===== config.mk =====
export PLATFORM = sky130hd
export DESIGN_NAME = systolic_skew_feeder
export DESIGN_NICKNAME = d
export VERILOG_FILES = /design/src/rtl/systolic_skew_feeder.sv
export SDC_FILE = /design/constraint.sdc
export NUM_CORES = 1
export LEC_CHECK = 0
export ABC_AREA = 1
export ABC_CLOCK_PERIOD_IN_PS = 1900
export CAP_MARGIN = 0
export CORE_ASPECT_RATIO = 0.75
export CORE_UTILIZATION = 41
export DETAILED_ROUTE_END_ITERATION = 8
export PLACE_DENSITY = 0.67
export SYNTH_ARGS = -nofsm -noshare
export SYNTH_HDL_FRONTEND = slang
export SYNTH_SLANG_ARGS = --single-unit

===== constraint.sdc =====
create_clock -name clk -period 1.9 [get_ports clk]
set_input_delay 0.38 -clock clk [delete_from_list [all_inputs] [get_ports clk]]
set_output_delay 0.38 -clock clk [all_outputs]
set_load 0.03 [all_outputs]

===== src/rtl/systolic_skew_feeder.sv =====
// Left-edge feeder for the systolic MAC array: takes one activation vector
// per handshake and emits it diagonally skewed, row r delayed by r cycles.
module systolic_skew_feeder #(
    parameter int bit_width = 8,
    parameter int rows      = 4
) (
    input  logic                      clk,
    input  logic                      reset_n,
    input  logic                      clear,
    input  logic                      in_valid,
    output logic                      in_ready,
    input  logic [rows*bit_width-1:0] in_data,
    input  logic                      in_last,
    output logic [rows*bit_width-1:0] data_out,
    output logic [rows-1:0]           valid_out,
    output logic                      busy,
    output logic                      tile_done
);

    localparam int cnt_w = $clog2(rows) + 1;
    // Drain spans rows-1 cycles; the counter runs down to zero inclusive.
    localparam logic [cnt_w-1:0] drain_init = cnt_w'(rows > 1 ? rows - 2 : 0);

    typedef enum logic [1:0] {
        IDLE   = 2'd0,
        STREAM = 2'd1,
        DRAIN  = 2'd2
    } state_t;

    state_t           state;
    state_t           state_next;
    logic [cnt_w-1:0] cnt;
    logic [cnt_w-1:0] cnt_next;
    logic             done_next;
    logic             accept;

    assign in_ready = reset_n & (state != DRAIN);
    assign accept   = in_valid & in_ready & ~clear;
    assign busy     = (state != IDLE);

    always_ff @(posedge clk or negedge reset_n) begin
        if (!reset_n) begin
            state     <= IDLE;
            cnt       <= '0;
            tile_done <= 1'b0;
        end else begin
            state     <= state_next;
            cnt       <= cnt_next;
            tile_done <= done_next;
        end
    end

    always_comb begin
        state_next = state;
        cnt_next   = cnt;
        done_next  = 1'b0;
        if (clear) begin
            state_next = IDLE;
            cnt_next   = '0;
        end else begin
            unique case (state)
                IDLE, STREAM: begin
                    if (accept) begin
                        if (!in_last) begin
                            state_next = STREAM;
                        end else if (rows == 1) begin
                            state_next = IDLE;
                            done_next  = 1'b1;
                        end else begin
                            state_next = DRAIN;
                            cnt_next   = drain_init;
                        end
                    end
                end
                DRAIN: begin
                    if (cnt == '0) begin
                        state_next = IDLE;
                        done_next  = 1'b1;
                    end else begin
                        cnt_next = cnt - 1'b1;
                    end
                end
                default: begin
                    state_next = IDLE;
                    cnt_next   = '0;
                end
            endcase
        end
    end

    for (genvar r = 0; r < rows; r++) begin : g_row
        logic [bit_width-1:0] dline [0:r];
        logic                 vline [0:r];

        always_ff @(posedge clk or negedge reset_n) begin
            if (!reset_n) begin
                for (int i = 0; i <= r; i++) begin
                    dline[i] <= '0;
                    vline[i] <= 1'b0;
                end
            end else if (clear) begin
                for (int i = 0; i <= r; i++) begin
                    dline[i] <= '0;
                    vline[i] <= 1'b0;
                end
            end else begin
                // Idle slots carry zero so they add nothing in the MAC.
                dline[0] <= accept ? in_data[r*bit_width +: bit_width] : '0;
                vline[0] <= accept;
                for (int i = 1; i <= r; i++) begin
                    dline[i] <= dline[i-1];
                    vline[i] <= vline[i-1];
                end
            end
        end

        assign data_out[r*bit_width +: bit_width] = dline[r];
        assign valid_out[r]                       = vline[r];
    end

endmodule


Word-level counts from Yosys, hierarchy flattened

Cells that the tools add are included.

$add $sub $neg: 1
Equality and inequality tests: 7
Multiplexer cells: 25
Bitwise gates (word level): 4
Reduce and logical (&&, ||, !) cells: 6

Operators with widths:

| kind                  | count |
|---|---|
| $mux W8               | 5 |
| $mux W32              | 1 |
| $mux W24              | 1 |
| $mux W16              | 1 |
| $mux W3               | 5 |
| $ne A3 B3 Y1 const B  | 4 |
| $mux W2               | 5 |
| $pmux W3 S2           | 1 |
| $mux W1               | 4 |
| $mux W4               | 1 |
| $pmux W2 S2           | 1 |
| $and A1 B1 Y1         | 3 |
| $logic_not A3 Y1      | 1 |
| $reduce_and A3 Y1     | 1 |
| $sub A3 B1 Y3 const B | 1 |
| $eq A2 B1 Y1 const B  | 1 |
| $eq A2 B2 Y1 const B  | 1 |
| $logic_not A2 Y1      | 1 |
| $ne A2 B2 Y1 const B  | 1 |
| $reduce_and A2 Y1     | 1 |
| $reduce_bool A2 Y1    | 1 |
| $reduce_or A2 Y1      | 1 |
| $not A1 Y1            | 1 |

Bits in registers: 96
Logic and storage cells: 66

Depth between registers and ports, before layout

Depth in word-level cells: 7
Mapped depth: 9
Mapped depth without buffers: 9

Worst setup path after synthesis

OpenSTA, ideal clock, no wires.

Kind: reg2reg
Start point: register cnt[0]
End point: register cnt[0]
Setup time: 0.116 ns
Arrival time: 1.151 ns
Data required time: 1.784 ns
Path slack: 0.632 ns
Cell stages (with the launch flop): 10
Clock period less this slack: 1.268 ns
Cells stage by stage: dfrtp_1 > inv_1 > ha_1 > ha_1 > nand2_1 > nor2_2 > nor2_2 > nand2_2 > nand2_1 > nand2_1

Longest elaborated chain between the ends: 4
Elaborated cells on any way between the ends: 7
Those cells by class: add/sub (1); eq/ne (1); mux (3); reduce/logical (2)

RTL lines:

| element                | RTL line | source |
|---|---|---|
| start, declared        | 32       | `logic [cnt_w-1:0] cnt;` |
| start signal, assigned | 48       | `cnt <= cnt_next;` |
| $sub A3 B1 Y3          | 80       | `cnt_next = cnt - 1'b1;` |
| $mux W3                | 76       | `if (cnt == '0) begin` |
| $pmux W3 S2            | 61       | `unique case (state)` |
| $mux W3                | 57       | `if (clear) begin` |

Several ways; a longest one is shown, not always the timed one. The select of a mux whose other input is x is not followed.
A chain may end at the register's enable or synchronous reset.

Final worst setup path

Start point: input port reset_n
End point: output port in_ready

Longest elaborated chain between the ends: 1

RTL lines:

| element         | RTL line | source |
|---|---|---|
| start, declared | 8        | `input logic reset_n,` |
| $and A1 B1 Y1   | 37       | `assign in_ready = reset_n & (state != DRAIN);` |
| end, declared   | 11       | `output logic in_ready,` |

Every way passes these cells.

==> impl_metrics.ini <==
[setup_path]
startpoint_type = input pin
critical-path-top-delay-family = buffers and inverters
crit_buf_inv = 4
cp_slowest_cell = dlygate4sd3_1
cp.arrival_ps = 1470
crit_chain = dlygate4sd3_1 -> buf_6 -> inv_1 -> nor2_4 -> buf_4
critPathKind = input pin to output pin
reg2reg_slack_ps = 500
slowest_delay_ps = 550
path_max_fanout = 5
critPathCaptureType = output pin
worstPathRequired_ps = 1520

[detailed_routing]
finalWirelength_um = 5150
drt-initial-drc-count = 57
route.detailed.drc = 0
dr.pass1.iters = 4
routed_via_density = 3.98
vias = 1993
wl_per_cell_um = 10.3
ant_nets = 0

[run]
max-cap-violations = 0

[clock_tree]
clk-insertion-delay-late_ps = 350
htree_levels = 3
clkSlewWorstSetupHoldPaths_ps = 90
cts_buffer_depth = 2
cts_sinks = 90
cts_buffers = 9
cts_root_buf = clkbuf_8
cts_tree = built

[floorplanning]
num_rows = 28
design.core.area_mm2 = 0.00795
die_x_um = 107
initial_core_util_pct = 42.7
dieArea_mm2 = 0.00865
io_pins = 76
fp.dieH_um = 80.8

[outcome]
outcome = finished clean

[sta]
fin_setup_tns_ps = 0
worstMarginPinSlew_ps = 450
layout_setup_ws_ps = 47.0
skew_ps = 9.58
slew-limit-headroom_pct = 70.0
slew_violations = 0
setup_viol = 0
min_period_over_period_pct = 97.5
fin_crit_ps = 1850
hold_viol = 0
clock.fmax_mhz = 540
grt_setup_unrepaired = no

[power_and_ir_drop]
p_total_mw = 3.71
swShare_pct = 23.4
power_frac_clock_pct = 38.7
power_density_mw_per_mm2 = 866
seqPwrFrac_pct = 53.0
p_leak_nw = 2.18
pwr-share-comb_pct = 8.3
p_int_mw = 2.85
ir_worst_vdd_uv = 356
p_switching_mw = 0.868

[synth]
synth_cells = 335
synth.largest_area_cell = dfrtp_1
avgSynthCellArea_um2 = 10.1
synth_common_cells = dfrtp_1 (90), inv_1 (89), nor2_1 (77), buf_4 (25), nand2_1 (13)
synth_edf_count = 0
synth_most_common_cell = dfrtp_1
synth_area_mm2 = 0.00340
synth_fp_nets = 374
synth-seq-cells = 90
synth_area_leaders = dfrtp_1 (66%), inv_1 (9.8%), nor2_1 (8.5%)
ys.flop_type = dfrtp_1
async_reset_ff_share_pct = 100
yosysTopAreaCellShare_pct = 66.3
yosysSeqAreaShare_pct = 66.3
ys_types = 17
ys_warn_count = 0

[placed_design]
io_buffers = 75
post-place-ws_ps = 286
place_hpwl_um = 3430
dp.cells = 484
gp_congestion = 0.729

[final_layout]
final_util_pct = 53.9
fill_cells = 704
nets = 430
multi_input_area_um2 = 544
areaGrowthSynthToFinish_pct = 26.3
drive_above_1_share_pct = 10.9
regArea_mm2 = 0.00225
fin_cells = 501
num_antenna_cells = 0

[global_route]
grt_start_max_net_pins = 89
antenna_found_initial = 0
grt_pass1_vias = 1972
grt_pass1_wl_um = 8830
gr-total-overflow = 0
track_usage_pct = 13.8

[hold_path]
hold_path_class = input pin to asynchronous set/reset pin
-- cells by family (layout without fill, tap and decap cells) --
kind of cell / after synthesis / in the layout / synth area share (%)
buffers and inverters: 126 / 187 / 17.6
flip-flops: 90 / 90 / 66.3
AO/OA/AOI/OAI: 2 / 2 / 0.295
AND/OR/NAND/NOR: 115 / 115 / 15.0
adder cells (fa/ha/maj): 2 / 2 / 0.737
-- timing repair --
action	CTS	global route
buffers inserted	0	0
hold endpoints to repair	2	0
endpoints found under the setup margin	1	1
resized for setup	1	1
hold buffers	1	0
-- sequential cells by signal, indices dropped and copies added, names as in the netlist --
register and flops:
cnt 3, valid_out 3, data_out 24, tile_done 1, g_row.vline 1, state 2
g_row.dline 56
-- through the flow --
step / hold slack (ps) / area [um2]
floorplan: 84.4 / 3400
global placement: 203 / 4050
detailed placement: 203 / 4050
CTS: 378 / 4290
global route: 368 / 4290
finish: 386 / 4290
-- path summary, 6_finish.rpt --
kind                                            to          startpoint  cells after the start
worst max-delay path                      in_ready             reset_n                      5
worst min-delay path                      state[1]             reset_n                      2
worst max register to register              cnt[2]              cnt[0]                      9
worst min register to register  g_row[3].dline[10]  g_row[3].dline[18]                      2
max in group asynchronous       g_row[3].dline[31]             reset_n                      3
min in group clk                g_row[3].dline[22]               clear                      2
-- cell usage in the layout, fill, tap and decap left out, drive strengths merged --
cell,n
clkinv,2
clkdlybuf4s50,71
nand2,17
inv,94
nand3,6
dfrtp,90
o21ai,2
dlygate4sd2,1
nor2,91
nand4,1
ha,2
bufinv,2
dlygate4sd3,1
buf,6
clkbuf,10
-- final cells by class --
type	count	share of cell area, %
flip-flops and latches	90	52.5
repair buffers	79	18.4
multi-input cells	119	12.7
inverters	92	8.11
well taps	105	3.06
clock buffers	10	2.98
clock inverters	6	2.28
-- routing by layer --
layer / share of wire, % / vias up / GRT usage (%)
li1: - / 1013 / -
met1: 43 / 912 / 15.3
met2: 46 / 63 / 22.6
met3: 10 / 5 / 8.35
met4: 0.76 / 0 / 3.70
met5: 0 / - / 0
-- power by group through the flow --
stage	clock, mW	sequential (mW)	combinational [mW]
finish	1.44	1.97	0.308
global route	1.58	1.97	0.349
CTS	1.49	1.97	0.315
detailed placement	0	2.01	0.314
global placement	0	2.01	0.310
floorplan	0	2.02	0.145
Power figures use the tool's default switching activity.
